--- config.mk ---
export PLATFORM = sky130hd
export DESIGN_NAME = lsu_mem_stage_flat
export DESIGN_NICKNAME = d
export VERILOG_FILES = /design/src/rtl/lsu_mem_stage_if.sv /design/src/rtl/lsu_mem_stage.sv /design/src/flat_wrapper.sv
export SDC_FILE = /design/constraint.sdc
export NUM_CORES = 1
export LEC_CHECK = 0
export ABC_CLOCK_PERIOD_IN_PS = 3800
export BUFFER_PORTS_ARGS = -buffer_cell sky130_fd_sc_hd__buf_2
export CAP_MARGIN = 20
export CELL_PAD_IN_SITES_DETAIL_PLACEMENT = 0
export CELL_PAD_IN_SITES_GLOBAL_PLACEMENT = 1
export CORE_UTILIZATION = 40
export CTS_BUF_LIST = sky130_fd_sc_hd__clkbuf_8
export CTS_CLUSTER_DIAMETER = 120
export DETAILED_ROUTE_END_ITERATION = 6
export GPL_TIMING_DRIVEN = 0
export PLACE_DENSITY_LB_ADDON = 0.12
export REMOVE_ABC_BUFFERS = 1
export SYNTH_ARGS = -nofsm -noshare
export SYNTH_HDL_FRONTEND = slang
export SYNTH_SLANG_ARGS = --single-unit
--- constraint.sdc ---
create_clock -name clk_i -period 3.8 [get_ports clk_i]
set_input_delay 0.57 -clock clk_i [delete_from_list [all_inputs] [get_ports clk_i]]
set_output_delay 0.57 -clock clk_i [all_outputs]
set_load 0.01 [all_outputs]
--- src/rtl/lsu_mem_stage_if.sv ---
// ---------------------------------------------------------------------------
// lsu_mem_stage_if
//   Bundles the three channels around the LSU memory stage:
//     ex_*    : execute stage -> LSU (one memory micro-op, valid/ready)
//     cpu_* / dcache_* : LSU <-> data cache request and response channels
//     wb_*    : LSU -> writeback (completion or exception, valid/ready)
//   modport slave  : the LSU itself (consumes ex/dcache, drives cpu/wb)
//   modport master : the surrounding pipeline / test environment
// ---------------------------------------------------------------------------
interface lsu_mem_stage_if #(
    parameter int DATA_WIDTH = 32,
    parameter int ADDR_WIDTH = 32
);
    // execute -> LSU
    logic                    ex_valid_i;
    logic                    lsu_ready_o;
    logic                    ex_is_store_i;
    logic [2:0]              ex_funct3_i;
    logic [ADDR_WIDTH-1:0]   ex_addr_i;
    logic [DATA_WIDTH-1:0]   ex_wdata_i;
    logic [4:0]              ex_rd_i;
    // LSU -> D$ request
    logic                    cpu_req_valid_o;
    logic                    dcache_req_ready_i;
    logic                    cpu_we_o;
    logic [ADDR_WIDTH-1:0]   cpu_addr_o;
    logic [DATA_WIDTH-1:0]   cpu_wdata_o;
    logic [DATA_WIDTH/8-1:0] cpu_wstrb_o;
    // D$ -> LSU response
    logic                    dcache_resp_valid_i;
    logic                    cpu_resp_ready_o;
    logic [DATA_WIDTH-1:0]   dcache_rdata_i;
    // LSU -> writeback
    logic                    wb_valid_o;
    logic                    wb_ready_i;
    logic                    wb_rf_we_o;
    logic [4:0]              wb_rd_o;
    logic [DATA_WIDTH-1:0]   wb_data_o;
    logic                    wb_exc_o;
    logic [3:0]              wb_exc_cause_o;
    logic [ADDR_WIDTH-1:0]   wb_exc_tval_o;

    modport slave (
        input  ex_valid_i, ex_is_store_i, ex_funct3_i, ex_addr_i, ex_wdata_i, ex_rd_i,
        input  dcache_req_ready_i, dcache_resp_valid_i, dcache_rdata_i, wb_ready_i,
        output lsu_ready_o, cpu_req_valid_o, cpu_we_o, cpu_addr_o, cpu_wdata_o,
        output cpu_wstrb_o, cpu_resp_ready_o,
        output wb_valid_o, wb_rf_we_o, wb_rd_o, wb_data_o, wb_exc_o,
        output wb_exc_cause_o, wb_exc_tval_o
    );

    modport master (
        output ex_valid_i, ex_is_store_i, ex_funct3_i, ex_addr_i, ex_wdata_i, ex_rd_i,
        output dcache_req_ready_i, dcache_resp_valid_i, dcache_rdata_i, wb_ready_i,
        input  lsu_ready_o, cpu_req_valid_o, cpu_we_o, cpu_addr_o, cpu_wdata_o,
        input  cpu_wstrb_o, cpu_resp_ready_o,
        input  wb_valid_o, wb_rf_we_o, wb_rd_o, wb_data_o, wb_exc_o,
        input  wb_exc_cause_o, wb_exc_tval_o
    );
endinterface

--- src/rtl/lsu_mem_stage.sv ---
// ---------------------------------------------------------------------------
// lsu_mem_stage
//   Memory stage of the load/store unit, directly upstream of the D$.
//   Accepts one op at a time, rejects illegal/misaligned ops as exceptions
//   without touching the D$, otherwise issues a word-aligned request with
//   byte strobes and lane-replicated store data, waits for the response and
//   returns sign/zero-extended load data to writeback.
//   Ports:
//     clk_i  : clock, rising edge
//     rst_ni : asynchronous active-low reset
//     bus    : lsu_mem_stage_if.slave (ex, D$ req/resp, wb channels)
//   All outputs are registered or decoded from the state register only.
// ---------------------------------------------------------------------------
module lsu_mem_stage #(
    parameter int DATA_WIDTH = 32,
    parameter int ADDR_WIDTH = 32
) (
    input  logic           clk_i,
    input  logic           rst_ni,
    lsu_mem_stage_if.slave bus
);
    localparam int STRB_W = DATA_WIDTH / 8;

    typedef enum logic [1:0] {IDLE, REQ, WAIT_RESP, WB} state_e;

    state_e                state_q,    state_d;
    logic                  is_store_q, is_store_d;
    logic [2:0]            funct3_q,   funct3_d;
    logic [ADDR_WIDTH-1:0] addr_q,     addr_d;
    logic [DATA_WIDTH-1:0] wdata_q,    wdata_d;     // already lane-replicated
    logic [STRB_W-1:0]     wstrb_q,    wstrb_d;
    logic [4:0]            rd_q,       rd_d;
    logic                  wb_rf_we_q, wb_rf_we_d;
    logic [DATA_WIDTH-1:0] wb_data_q,  wb_data_d;
    logic                  wb_exc_q,   wb_exc_d;
    logic [3:0]            cause_q,    cause_d;
    logic [ADDR_WIDTH-1:0] tval_q,     tval_d;

    // Decode of the op currently offered by execute.
    logic                  ex_legal;
    logic                  ex_misaligned;
    logic [1:0]            ex_off;
    logic [STRB_W-1:0]     ex_wstrb;
    logic [DATA_WIDTH-1:0] ex_wdata;

    always_comb begin
        ex_off        = bus.ex_addr_i[1:0];
        ex_legal      = 1'b0;
        ex_misaligned = 1'b0;
        ex_wstrb      = '0;
        ex_wdata      = bus.ex_wdata_i;

        if (bus.ex_is_store_i) begin
            ex_legal = (bus.ex_funct3_i inside {3'b000, 3'b001, 3'b010});
        end else begin
            ex_legal = (bus.ex_funct3_i inside {3'b000, 3'b001, 3'b010, 3'b100, 3'b101});
        end

        // funct3[1:0] is the access size: 00 byte, 01 half, 10 word.
        case (bus.ex_funct3_i[1:0])
            2'b00: begin
                ex_wstrb = STRB_W'(4'b0001) << ex_off;
                ex_wdata = {4{bus.ex_wdata_i[7:0]}};
            end
            2'b01: begin
                ex_misaligned = ex_off[0];
                ex_wstrb      = STRB_W'(4'b0011) << ex_off;
                ex_wdata      = {2{bus.ex_wdata_i[15:0]}};
            end
            default: begin
                ex_misaligned = (ex_off != 2'b00);
                ex_wstrb      = '1;
            end
        endcase

        if (!bus.ex_is_store_i) begin
            ex_wstrb = '0;
        end
    end

    // Load extraction from the registered address offset and funct3.
    logic [DATA_WIDTH-1:0] rdata_shift;
    logic [DATA_WIDTH-1:0] ld_data;

    always_comb begin
        rdata_shift = bus.dcache_rdata_i >> {addr_q[1:0], 3'b000};
        case (funct3_q)
            3'b000:  ld_data = {{(DATA_WIDTH-8){rdata_shift[7]}},   rdata_shift[7:0]};
            3'b001:  ld_data = {{(DATA_WIDTH-16){rdata_shift[15]}}, rdata_shift[15:0]};
            3'b100:  ld_data = {{(DATA_WIDTH-8){1'b0}},             rdata_shift[7:0]};
            3'b101:  ld_data = {{(DATA_WIDTH-16){1'b0}},            rdata_shift[15:0]};
            default: ld_data = rdata_shift;
        endcase
    end

    always_comb begin
        // NOTE: every _d gets its hold value first so no path leaves a latch.
        state_d    = state_q;
        is_store_d = is_store_q;
        funct3_d   = funct3_q;
        addr_d     = addr_q;
        wdata_d    = wdata_q;
        wstrb_d    = wstrb_q;
        rd_d       = rd_q;
        wb_rf_we_d = wb_rf_we_q;
        wb_data_d  = wb_data_q;
        wb_exc_d   = wb_exc_q;
        cause_d    = cause_q;
        tval_d     = tval_q;

        case (state_q)
            IDLE: begin
                if (bus.ex_valid_i) begin
                    is_store_d = bus.ex_is_store_i;
                    funct3_d   = bus.ex_funct3_i;
                    addr_d     = bus.ex_addr_i;
                    wdata_d    = ex_wdata;
                    wstrb_d    = ex_wstrb;
                    rd_d       = bus.ex_rd_i;
                    wb_rf_we_d = 1'b0;
                    wb_data_d  = '0;
                    wb_exc_d   = 1'b0;
                    cause_d    = 4'd0;
                    tval_d     = '0;
                    // Illegal encoding wins over misalignment.
                    if (!ex_legal) begin
                        wb_exc_d = 1'b1;
                        cause_d  = 4'd2;
                        state_d  = WB;
                    end else if (ex_misaligned) begin
                        wb_exc_d = 1'b1;
                        cause_d  = bus.ex_is_store_i ? 4'd6 : 4'd4;
                        tval_d   = bus.ex_addr_i;
                        state_d  = WB;
                    end else begin
                        state_d  = REQ;
                    end
                end
            end
            REQ: begin
                if (bus.dcache_req_ready_i) state_d = WAIT_RESP;
            end
            WAIT_RESP: begin
                // Stores also wait here so completion follows the D$ write.
                if (bus.dcache_resp_valid_i) begin
                    state_d = WB;
                    if (!is_store_q) begin
                        wb_data_d  = ld_data;
                        wb_rf_we_d = (rd_q != 5'd0);
                    end
                end
            end
            WB: begin
                if (bus.wb_ready_i) state_d = IDLE;
            end
            default: state_d = IDLE;
        endcase
    end

    // NOTE: captured registers are cleared on reset so every output except
    // lsu_ready_o reads 0 while rst_ni is low.
    always_ff @(posedge clk_i or negedge rst_ni) begin
        if (!rst_ni) begin
            state_q    <= IDLE;
            is_store_q <= 1'b0;
            funct3_q   <= '0;
            addr_q     <= '0;
            wdata_q    <= '0;
            wstrb_q    <= '0;
            rd_q       <= '0;
            wb_rf_we_q <= 1'b0;
            wb_data_q  <= '0;
            wb_exc_q   <= 1'b0;
            cause_q    <= '0;
            tval_q     <= '0;
        end else begin
            // NOTE: non-blocking so every flop samples pre-edge values.
            state_q    <= state_d;
            is_store_q <= is_store_d;
            funct3_q   <= funct3_d;
            addr_q     <= addr_d;
            wdata_q    <= wdata_d;
            wstrb_q    <= wstrb_d;
            rd_q       <= rd_d;
            wb_rf_we_q <= wb_rf_we_d;
            wb_data_q  <= wb_data_d;
            wb_exc_q   <= wb_exc_d;
            cause_q    <= cause_d;
            tval_q     <= tval_d;
        end
    end

    assign bus.lsu_ready_o      = (state_q == IDLE);
    assign bus.cpu_req_valid_o  = (state_q == REQ);
    assign bus.cpu_we_o         = is_store_q;
    assign bus.cpu_addr_o       = {addr_q[ADDR_WIDTH-1:2], 2'b00};
    assign bus.cpu_wdata_o      = wdata_q;
    assign bus.cpu_wstrb_o      = wstrb_q;
    assign bus.cpu_resp_ready_o = (state_q == WAIT_RESP);
    assign bus.wb_valid_o       = (state_q == WB);
    assign bus.wb_rf_we_o       = wb_rf_we_q;
    assign bus.wb_rd_o          = rd_q;
    assign bus.wb_data_o        = wb_data_q;
    assign bus.wb_exc_o         = wb_exc_q;
    assign bus.wb_exc_cause_o   = cause_q;
    assign bus.wb_exc_tval_o    = tval_q;

endmodule

--- src/flat_wrapper.sv ---
// flat-port wrapper written by rule: the top's interface ports become plain ports
module lsu_mem_stage_flat 
#(
    parameter int DATA_WIDTH = 32,
    parameter int ADDR_WIDTH = 32
)
  (clk_i, rst_ni, bus_ex_valid_i, bus_ex_is_store_i, bus_ex_funct3_i, bus_ex_addr_i, bus_ex_wdata_i, bus_ex_rd_i, bus_dcache_req_ready_i, bus_dcache_resp_valid_i, bus_dcache_rdata_i, bus_wb_ready_i, bus_lsu_ready_o, bus_cpu_req_valid_o, bus_cpu_we_o, bus_cpu_addr_o, bus_cpu_wdata_o, bus_cpu_wstrb_o, bus_cpu_resp_ready_o, bus_wb_valid_o, bus_wb_rf_we_o, bus_wb_rd_o, bus_wb_data_o, bus_wb_exc_o, bus_wb_exc_cause_o, bus_wb_exc_tval_o);
  lsu_mem_stage_if #(.DATA_WIDTH(DATA_WIDTH), .ADDR_WIDTH(ADDR_WIDTH)) bus_i ();
  input  logic clk_i;
  input  logic rst_ni;
  input wire logic [$bits(bus_i.ex_valid_i)-1:0] bus_ex_valid_i;
  input wire logic [$bits(bus_i.ex_is_store_i)-1:0] bus_ex_is_store_i;
  input wire logic [$bits(bus_i.ex_funct3_i)-1:0] bus_ex_funct3_i;
  input wire logic [$bits(bus_i.ex_addr_i)-1:0] bus_ex_addr_i;
  input wire logic [$bits(bus_i.ex_wdata_i)-1:0] bus_ex_wdata_i;
  input wire logic [$bits(bus_i.ex_rd_i)-1:0] bus_ex_rd_i;
  input wire logic [$bits(bus_i.dcache_req_ready_i)-1:0] bus_dcache_req_ready_i;
  input wire logic [$bits(bus_i.dcache_resp_valid_i)-1:0] bus_dcache_resp_valid_i;
  input wire logic [$bits(bus_i.dcache_rdata_i)-1:0] bus_dcache_rdata_i;
  input wire logic [$bits(bus_i.wb_ready_i)-1:0] bus_wb_ready_i;
  output wire logic [$bits(bus_i.lsu_ready_o)-1:0] bus_lsu_ready_o;
  output wire logic [$bits(bus_i.cpu_req_valid_o)-1:0] bus_cpu_req_valid_o;
  output wire logic [$bits(bus_i.cpu_we_o)-1:0] bus_cpu_we_o;
  output wire logic [$bits(bus_i.cpu_addr_o)-1:0] bus_cpu_addr_o;
  output wire logic [$bits(bus_i.cpu_wdata_o)-1:0] bus_cpu_wdata_o;
  output wire logic [$bits(bus_i.cpu_wstrb_o)-1:0] bus_cpu_wstrb_o;
  output wire logic [$bits(bus_i.cpu_resp_ready_o)-1:0] bus_cpu_resp_ready_o;
  output wire logic [$bits(bus_i.wb_valid_o)-1:0] bus_wb_valid_o;
  output wire logic [$bits(bus_i.wb_rf_we_o)-1:0] bus_wb_rf_we_o;
  output wire logic [$bits(bus_i.wb_rd_o)-1:0] bus_wb_rd_o;
  output wire logic [$bits(bus_i.wb_data_o)-1:0] bus_wb_data_o;
  output wire logic [$bits(bus_i.wb_exc_o)-1:0] bus_wb_exc_o;
  output wire logic [$bits(bus_i.wb_exc_cause_o)-1:0] bus_wb_exc_cause_o;
  output wire logic [$bits(bus_i.wb_exc_tval_o)-1:0] bus_wb_exc_tval_o;
  assign bus_i.ex_valid_i = bus_ex_valid_i;
  assign bus_i.ex_is_store_i = bus_ex_is_store_i;
  assign bus_i.ex_funct3_i = bus_ex_funct3_i;
  assign bus_i.ex_addr_i = bus_ex_addr_i;
  assign bus_i.ex_wdata_i = bus_ex_wdata_i;
  assign bus_i.ex_rd_i = bus_ex_rd_i;
  assign bus_i.dcache_req_ready_i = bus_dcache_req_ready_i;
  assign bus_i.dcache_resp_valid_i = bus_dcache_resp_valid_i;
  assign bus_i.dcache_rdata_i = bus_dcache_rdata_i;
  assign bus_i.wb_ready_i = bus_wb_ready_i;
  assign bus_lsu_ready_o = bus_i.lsu_ready_o;
  assign bus_cpu_req_valid_o = bus_i.cpu_req_valid_o;
  assign bus_cpu_we_o = bus_i.cpu_we_o;
  assign bus_cpu_addr_o = bus_i.cpu_addr_o;
  assign bus_cpu_wdata_o = bus_i.cpu_wdata_o;
  assign bus_cpu_wstrb_o = bus_i.cpu_wstrb_o;
  assign bus_cpu_resp_ready_o = bus_i.cpu_resp_ready_o;
  assign bus_wb_valid_o = bus_i.wb_valid_o;
  assign bus_wb_rf_we_o = bus_i.wb_rf_we_o;
  assign bus_wb_rd_o = bus_i.wb_rd_o;
  assign bus_wb_data_o = bus_i.wb_data_o;
  assign bus_wb_exc_o = bus_i.wb_exc_o;
  assign bus_wb_exc_cause_o = bus_i.wb_exc_cause_o;
  assign bus_wb_exc_tval_o = bus_i.wb_exc_tval_o;
  lsu_mem_stage #(.DATA_WIDTH(DATA_WIDTH), .ADDR_WIDTH(ADDR_WIDTH)) u_core (.clk_i(clk_i), .rst_ni(rst_ni), .bus(bus_i));
endmodule
==> reports/qor.yml, run 1 <==
critical_path:
  cp-end-kind: "register"
  timing.critical_path.required_ps: 4180
  crit_arrival_ps: 3160
  cp_cell_instances: "inv_1, ha_1, nand2b_1, nand4b_2, nor4b_4, a221o_1"
  critical_path_peak_fanout: 20
  timing.critical_path.slowest_stage_cell: "sky130_fd_sc_hd__nor4b_4"
  timing.setup.critical_path_class: "reg -> reg"
  delay_of_the_slowest_critical_path_stage_ps: 1050
  critical_path.startpoint_type: "register"
detailed_routing:
  drc_errors: 0
  drtIter0Drc: 269
  detail_route.vias_per_cell: 4.95
  wire_per_inst_um: 15.9
  total_detailed_routing_wirelength_um: 17800
  drt_pass1_iterations: 4
  vias_after_detailed_routing: 5541
  antenna_violating_nets_post_route: 0
sta:
  f_max_mhz: 359
  setup_viol: 0
  final_period_minus_worst_setup_slack_ps: 2790
  finalSetupTns_ps: 0
  finalClockSkew_ps: 17.7
  fin_crit_sh_pct: 73.3
  finalMaxSlewViolations: 0
  whs_ps: 162
  final_hold_vio_count: 0
  rsz0062_at_grt: "no"
  timing_worst_slew_pin_value_ps: 967
  rel_slew_slack_pct: 35.2
layout:
  antenna_cells_inserted: 0
  fraction_of_the_core_area_covered_by_cells_at_the_end_of_the_flow_pct: 51.9
  ratio_of_cells_with_drive_above_1_in_the_final_layout_pct: 34.2
  layout-area-overhead-vs-synth_pct: 25.2
  finish.net_count: 1007
  most-common-layout-cells: "253 x sky130_fd_sc_hd__buf_2, 213 x sky130_fd_sc_hd__nand2_1, 147 x sky130_fd_sc_hd__dfrtp_1, 71 x sky130_fd_sc_hd__o21ai_0, 42 x sky130_fd_sc_hd__mux2i_1"
  layout_commonest_cell: "sky130_fd_sc_hd__buf_2"
power_and_ir_drop:
  p_leak_nw: 4.54
  vdd_ir_drop_max_v: 0.000358
  report.power.total_mw: 6.53
  power.density_cell_area_nw_per_um2: 780
cts:
  ctsLongestPathBuffers: 2
  cts.root.buffer_cell: "sky130_fd_sc_hd__clkbuf_8"
  cts_hold_repair.buffers: 0
  cts_buffers: 17
  clock_sink_count: 147
  post_cts_setup_buffer_count: 0
  cts-resized-gates: 0
  cts_htree_levels: 4
  clk_transition_reported_paths_ps: 90
  cts_tree: "done"
  clock_insertion_delay_worst_skew_ps: 450
floorplanning:
  die-width_um: 131
  io-pin-count: 259
  chipHeight_um: 131
  start_util_pct: 41.5
  coreArea_um2: 16100
  die_area_um2: 17200
  rows: 46
place:
  detailedPlacementHpwl_um: 12300
  finalWeightedCongestion: 0.786
  numPortBuffers: 254
global_routing:
  first_pass_grt_wire_length_um: 28800
  grt_start_max_net_pins: 90
  first_global_vias: 5609
  antenna_found_initial: 1
  grt_resource_usage_total_pct: 21.1
  total_congestion_overflow_after_global_routing: 0
synthesis:
  post_synth_cell_types: 38
  seq_area_frac_synth_pct: 55.0
  netlist_area_um2: 6690
  postSynthAreaPerCell_um2: 9.72
  yosysWarningCount: 0
  synth_seq_cells: 147
  number_of_standard_cells_after_synthesis: 688
worst_hold_path:
  hp-class: "in -> async"
flow_run:
  timing.max_cap.violations: 0
outcome:
  result_of_the_run: "complete, no violations"
cell type report:
type	instances	area, µm²
Fill cell	1557	7750
Clock inverter	13	140
Multi-Input combinational cell	458	2550
Inverter	7	26.3
Tap cell	216	270
Sequential cell	147	3680
Clock buffer	17	234
Timing Repair Buffer	261	1460
path summary, 6_finish.rpt:
kind | from | end | slack, ps | cells past startpoint
max | u_core.state_q[0] | u_core.bus.wb_data_o[29] | 1010 | 6
max in group asynchronous | rst_ni | u_core.bus.wb_exc_tval_o[19] | 2820 | 2
min | rst_ni | u_core.bus.cpu_wdata_o[27] | 160 | 1
min reg2reg | u_core.addr_q[25] | u_core.addr_q[25] | 470 | 2
min in group clk_i | bus_ex_rd_i[2] | u_core.bus.wb_rd_o[2] | 320 | 3
max reg2reg | u_core.state_q[0] | u_core.bus.wb_data_o[29] | 1010 | 6
report_power, final:
part | switching, mW | leakage, nW | internal (mW)
logic | 1.58 | 2.44 | 1.17
clock network | 0.615 | 0.185 | 0.576
registers | 0.380 | 1.91 | 2.21
layer usage:
metal	part of all wire, %	wire [µm]	GRT usage, %
met5	0.045	8	0
met4	2.7	485	9.24
met3	7.3	1300	6.67
met2	47	8390	34.2
met1	43	7620	25.9
synth_stat cells:
library cell,instances,area share [%]
sky130_fd_sc_hd__nand2b_1,2,0.19
sky130_fd_sc_hd__o21ai_0,71,5.3
sky130_fd_sc_hd__nor2b_1,1,0.094
sky130_fd_sc_hd__a221o_1,16,2.4
sky130_fd_sc_hd__nor4b_4,1,0.36
sky130_fd_sc_hd__ha_1,4,0.75
sky130_fd_sc_hd__mux2_2,8,1.3
sky130_fd_sc_hd__or2_2,1,0.094
sky130_fd_sc_hd__nand2_1,214,12
sky130_fd_sc_hd__nor2_4,1,0.17
sky130_fd_sc_hd__nor4_1,1,0.094
sky130_fd_sc_hd__a221oi_1,1,0.13
sky130_fd_sc_hd__nor2_1,25,1.4
sky130_fd_sc_hd__nor3_2,1,0.15
sky130_fd_sc_hd__clkbuf_1,36,2.0
sky130_fd_sc_hd__a211oi_1,1,0.11
sky130_fd_sc_hd__nand4b_2,1,0.22
sky130_fd_sc_hd__inv_1,7,0.39
sky130_fd_sc_hd__a21oi_1,28,2.1
sky130_fd_sc_hd__mux2i_1,42,6.3
sky130_fd_sc_hd__o2bb2ai_1,16,2.1
sky130_fd_sc_hd__nand3b_1,8,0.90
sky130_fd_sc_hd__nor3b_2,1,0.19
sky130_fd_sc_hd__buf_1,2,0.11
sky130_fd_sc_hd__conb_1,1,0.056
sky130_fd_sc_hd__buf_2,4,0.30
sky130_fd_sc_hd__nor4b_1,1,0.13
sky130_fd_sc_hd__o211a_1,1,0.15
sky130_fd_sc_hd__dfrtp_1,147,55
sky130_fd_sc_hd__a22o_1,2,0.26
sky130_fd_sc_hd__buf_4,35,3.9
sky130_fd_sc_hd__and2_1,1,0.094
sky130_fd_sc_hd__mux4_2,1,0.34
sky130_fd_sc_hd__nor2_2,1,0.094
sky130_fd_sc_hd__buf_6,2,0.34
sky130_fd_sc_hd__a211o_1,1,0.13
sky130_fd_sc_hd__or4_1,1,0.11
sky130_fd_sc_hd__o211ai_1,1,0.11
registers in the layout, indices dropped and copies added (netlist names), 2 cells and up:
register	cells
u_core.addr_q	32
u_core.bus.cpu_wdata_o	32
u_core.bus.wb_data_o	32
u_core.bus.wb_exc_tval_o	32
u_core.bus.wb_rd_o	5
u_core.bus.cpu_wstrb_o	4
u_core.funct3_q	3
u_core.bus.wb_exc_cause_o	2
u_core.state_q	2
worst max-delay path: cells and delay by family, from the launching register on:
| family | cells | cell delay, ps |
|---|---|---|
| compound gates | 1 | 220 |
| buf+inv | 1 | 90 |
| flops | 1 | 380 |
| fa+ha+maj | 1 | 300 |
| simple gates | 3 | 1730 |
metrics by stage:
step                area, µm²  instances  worst slack [ps]
floorplan                6250        612               551
global placement         7790       1082              -649
detailed placement       7940       1087               983
CTS                      8310       1117               959
global route             8370       1119               734
finish                   8370       1119              1010
logic make-up after synthesis:
logic type               synth area share, %
adder cells (fa/ha/maj)                0.749
flip-flops                              55.0
other                                 0.0561
buffers and inverters                   7.09
AND/OR/NAND/NOR                         16.3
AO/OA/AOI/OAI                           12.8
multiplexers                            7.97
Note: power is estimated with default switching activity, not from simulation.
==> run 2: changes to the inputs <==
ABC_AREA = 1   (was not set)
ABC_CLOCK_PERIOD_IN_PS = 2650   (was 3800)
CORE_UTILIZATION = 36   (was 40)
clock period = 2.65 ns   (was 3.8 ns; I/O delays follow)
==> reports/qor.yml, run 2 <==
global_routing:
  grt_resource_usage_total_pct: 21.2  # +0.065 points
  first_pass_grt_wire_length_um: 32500  # +13%
  antenna_found_initial: 1  # unchanged
  grt_start_max_net_pins: 84  # -6.7%
  first_global_vias: 6133  # +9.3%
  total_congestion_overflow_after_global_routing: 0  # unchanged
sta:
  timing_worst_slew_pin_value_ps: 1070  # +104 ps
  finalClockSkew_ps: 10.2  # -7.52 ps
  setup_viol: 0  # unchanged
  f_max_mhz: 419  # +17%
  rel_slew_slack_pct: 28.6  # -6.6 points
  final_period_minus_worst_setup_slack_ps: 2390  # -399 ps
  fin_crit_sh_pct: 90.1  # +17 points
  final_hold_vio_count: 0  # unchanged
  rsz0062_at_grt: "no"
  whs_ps: 138  # -23.4 ps
  finalMaxSlewViolations: 0  # unchanged
floorplanning:
  start_util_pct: 36.8  # -4.6 points
  die-width_um: 140  # +6.9%
  die_area_um2: 19700  # +14%
  io-pin-count: 259  # unchanged
  rows: 50  # +8.7%
  chipHeight_um: 140  # +6.9%
  coreArea_um2: 18700  # +16%
synthesis:
  netlist_area_um2: 6890  # +3.1%
  synth.area.top_cells: "sky130_fd_sc_hd__dfrtp_1 53%, sky130_fd_sc_hd__nand2_1 20%, sky130_fd_sc_hd__o21ai_0 6.6%"
  synth.top_cells.by_count: "375 x sky130_fd_sc_hd__nand2_1, 147 x sky130_fd_sc_hd__dfrtp_1, 91 x sky130_fd_sc_hd__o21ai_0"
  combinational_family_with_the_most_area_after_synthesis: "simple AND/OR/NAND/NOR gates"
  synth_top_cell_area_share_pct: 53.4  # -1.6 points
  synth-adder-area-share_pct: 0.726  # -0.022 points
  yosys-mux-area-fraction_pct: 0  # -8.0 points
  seq_area_frac_synth_pct: 53.4  # -1.6 points
  synth_enable_flop_cells: 0  # unchanged
  synthesized_area_fraction_occupied_by_xor_and_xnor_cells_pct: 0  # unchanged
  main_synth_ff_type: "sky130_fd_sc_hd__dfrtp_1"
  number_of_standard_cells_after_synthesis: 861  # +25%
  synth_largest_area_cell: "sky130_fd_sc_hd__dfrtp_1"
  post_synth_cell_types: 27  # -29%
  synthesized_area_fraction_occupied_by_ao_oa_aoi_and_oai_cells_pct: 10.6  # -2.3 points
  yosys.cell_count.top_type: "sky130_fd_sc_hd__nand2_1"
  synthSimpleGateAreaFrac_pct: 26.0  # +9.7 points
  synth_seq_cells: 147  # unchanged
  yosysWarningCount: 0  # unchanged
  postSynthAreaPerCell_um2: 8.00  # -18%
  async_reset_ff_share_pct: 100  # unchanged
critical_path:
  timing.setup.critical_path_class: "reg -> reg"
  cp-end-kind: "register"
  timing.critical_path.required_ps: 3030  # -1150 ps
  setup.reg_to_reg.worst_slack_ps: 260  # -750 ps
  reg2regPathDepth: 7  # +1
  startpoint: "u_core.state_q[0]"
  crit_cells: 7  # +1
  crit_arrival_ps: 2770  # -390 ps
  timing.critical_path.slowest_stage_cell: "sky130_fd_sc_hd__inv_1"
  worstReg2RegStart: "u_core.state_q[0]"
  critical_path_peak_fanout: 19  # -5.0%
  crit-reg2reg-capture: "u_core.bus.wb_rf_we_o"
  critical_path.startpoint_type: "register"
  cp.buffers_inverters: 2  # +1
  endpoint: "u_core.bus.wb_rf_we_o"
  delay_of_the_slowest_critical_path_stage_ps: 640  # -410 ps
  cp_cell_instances: "inv_1, ha_1, nand2_1, nand4_2, inv_1, o21ai_0, nand2_1"
  cell_family_with_most_cp_delay: "buffers and inverters"
cts:
  ctsLongestPathBuffers: 2  # unchanged
  clock_sink_count: 147  # unchanged
  cts.root.buffer_cell: "sky130_fd_sc_hd__clkbuf_8"
  cts_htree_levels: 4  # unchanged
  cts_tree: "done"
  clock_insertion_delay_worst_skew_ps: 450  # about the same
  cts_buffers: 17  # unchanged
  clk_transition_reported_paths_ps: 90  # about the same
  post_cts_setup_buffer_count: 0  # unchanged
layout:
  fraction_of_the_core_area_covered_by_cells_at_the_end_of_the_flow_pct: 45.6  # -6.3 points
  most-common-layout-cells: "375 x sky130_fd_sc_hd__nand2_1, 253 x sky130_fd_sc_hd__buf_2, 147 x sky130_fd_sc_hd__dfrtp_1, 91 x sky130_fd_sc_hd__o21ai_0, 39 x sky130_fd_sc_hd__a21oi_1"
  num-fill-cells: 1963  # +26%
  ratio_of_cells_with_drive_above_1_in_the_final_layout_pct: 28.0  # -6.2 points
  finish.cell_count_without_fillers: 1311  # +17%
  seqCellArea_um2: 3680  # unchanged
  layout-area-overhead-vs-synth_pct: 23.7
  layout_commonest_cell: "sky130_fd_sc_hd__nand2_1"
  finish.net_count: 1178  # +17%
  multi_input_comb_area_um2: 2600  # +1.6%
  post_layout_instance_area_um2: 8520  # +1.9%
power_and_ir_drop:
  vdd_ir_drop_max_v: 0.000473  # +32%
  p_leak_nw: 4.88  # +7.5%
  power.density_cell_area_nw_per_um2: 1170  # +50%
detailed_routing:
  wire_per_inst_um: 15.2  # -4.5%
  total_detailed_routing_wirelength_um: 19900  # +12%
  drt_pass1_iterations: 4  # unchanged
  detail_route.vias_per_cell: 4.68  # -5.5%
  drtIter0Drc: 341  # +27%
  drc_errors: 0  # unchanged
  antenna_violating_nets_post_route: 0  # unchanged
  vias_after_detailed_routing: 6137  # +11%
place:
  finalWeightedCongestion: 0.813  # +3.4%
  numPortBuffers: 254  # unchanged
  detailedPlacementHpwl_um: 13700  # +11%
  placement.cell_area_um2: 8080  # +1.8%
  place.detailed.instances: 1276  # +17%
worst_hold_path:
  hp-class: "in -> reg"
outcome:
  result_of_the_run: "complete, no violations"
flow_run:
  timing.max_cap.violations: 0  # unchanged
## run 2: metrics by stage
step,setup TNS (ps),worst slack (ps),total power [mW]
floorplan,-19810,-304,6.30
global placement,-321370,-1800,8.22
detailed placement,-4440,-202,8.28
CTS,0,32.0,10.1
global route,0,2.84,10.9
finish,0,262,9.98
## run 2: power breakdown
group / internal (mW) / switching [mW]
Sequential: 3.24 / 0.665
Clock: 0.798 / 0.960
Combinational: 1.60 / 2.72
Total: 5.63 / 4.34
## run 2: layer usage
| layer | vias to the layer above | wire (µm) | share of wire [%] | track usage [%] |
|---|---|---|---|---|
| met5 | - | 0 | 0 | 0 |
| met4 | 0 | 301 | 1.5 | 7.29 |
| met3 | 18 | 1570 | 7.9 | 6.94 |
| met2 | 186 | 9220 | 46 | 34.7 |
| met1 | 2837 | 8840 | 44 | 26.3 |
| li1 | 3096 | - | - | - |
## run 2: worst min-delay path: cells and delay by family
| family | cells | cell delay, ps |
|---|---|---|
| and+or+nand+nor | 2 | 80 |
| buffers and inverters | 1 | 70 |
## run 2: area by class of cell
class | instances | area share, %
sequential | 147 | 43.2
clock buffer | 18 | 2.91
tap | 234 | 3.43
multi-input combinational | 598 | 30.5
clock inverter | 14 | 1.70
antenna | 1 | 0.0294
timing repair buffer | 259 | 16.4
inverter | 40 | 1.88
## run 2: worst min path at each step
stage / startpoint / end / slack (ps) / depth (start not counted)
after global placement: u_core.bus.cpu_wstrb_o[0] / u_core.bus.cpu_wstrb_o[0] / 460 / 2
after floorplan: rst_ni / u_core.addr_q[0] / 100 / 0
after global routing: bus_ex_rd_i[1] / u_core.bus.wb_rd_o[1] / 130 / 3
after detailed placement: rst_ni / u_core.bus.wb_data_o[3] / 400 / 1
after CTS: bus_ex_rd_i[4] / u_core.bus.wb_rd_o[4] / 110 / 3
final: bus_ex_rd_i[0] / u_core.bus.wb_rd_o[0] / 140 / 3
## run 2: what timing repair did
action / CTS / global route
hold buffers: 1 / 0
resized for setup: 1 / 2
pin swaps: 0 / 0
endpoints found under the setup margin: 63 / 44
endpoints found under the hold margin: 72 / 0
## run 2: cell families after synthesis
family                     count (synthesis)
adders and majority gates                  4
other                                      1
buffers and inverters                    119
AOI/OAI and AO/OA                        141
and+or+nand+nor                          449
DFF                                      147
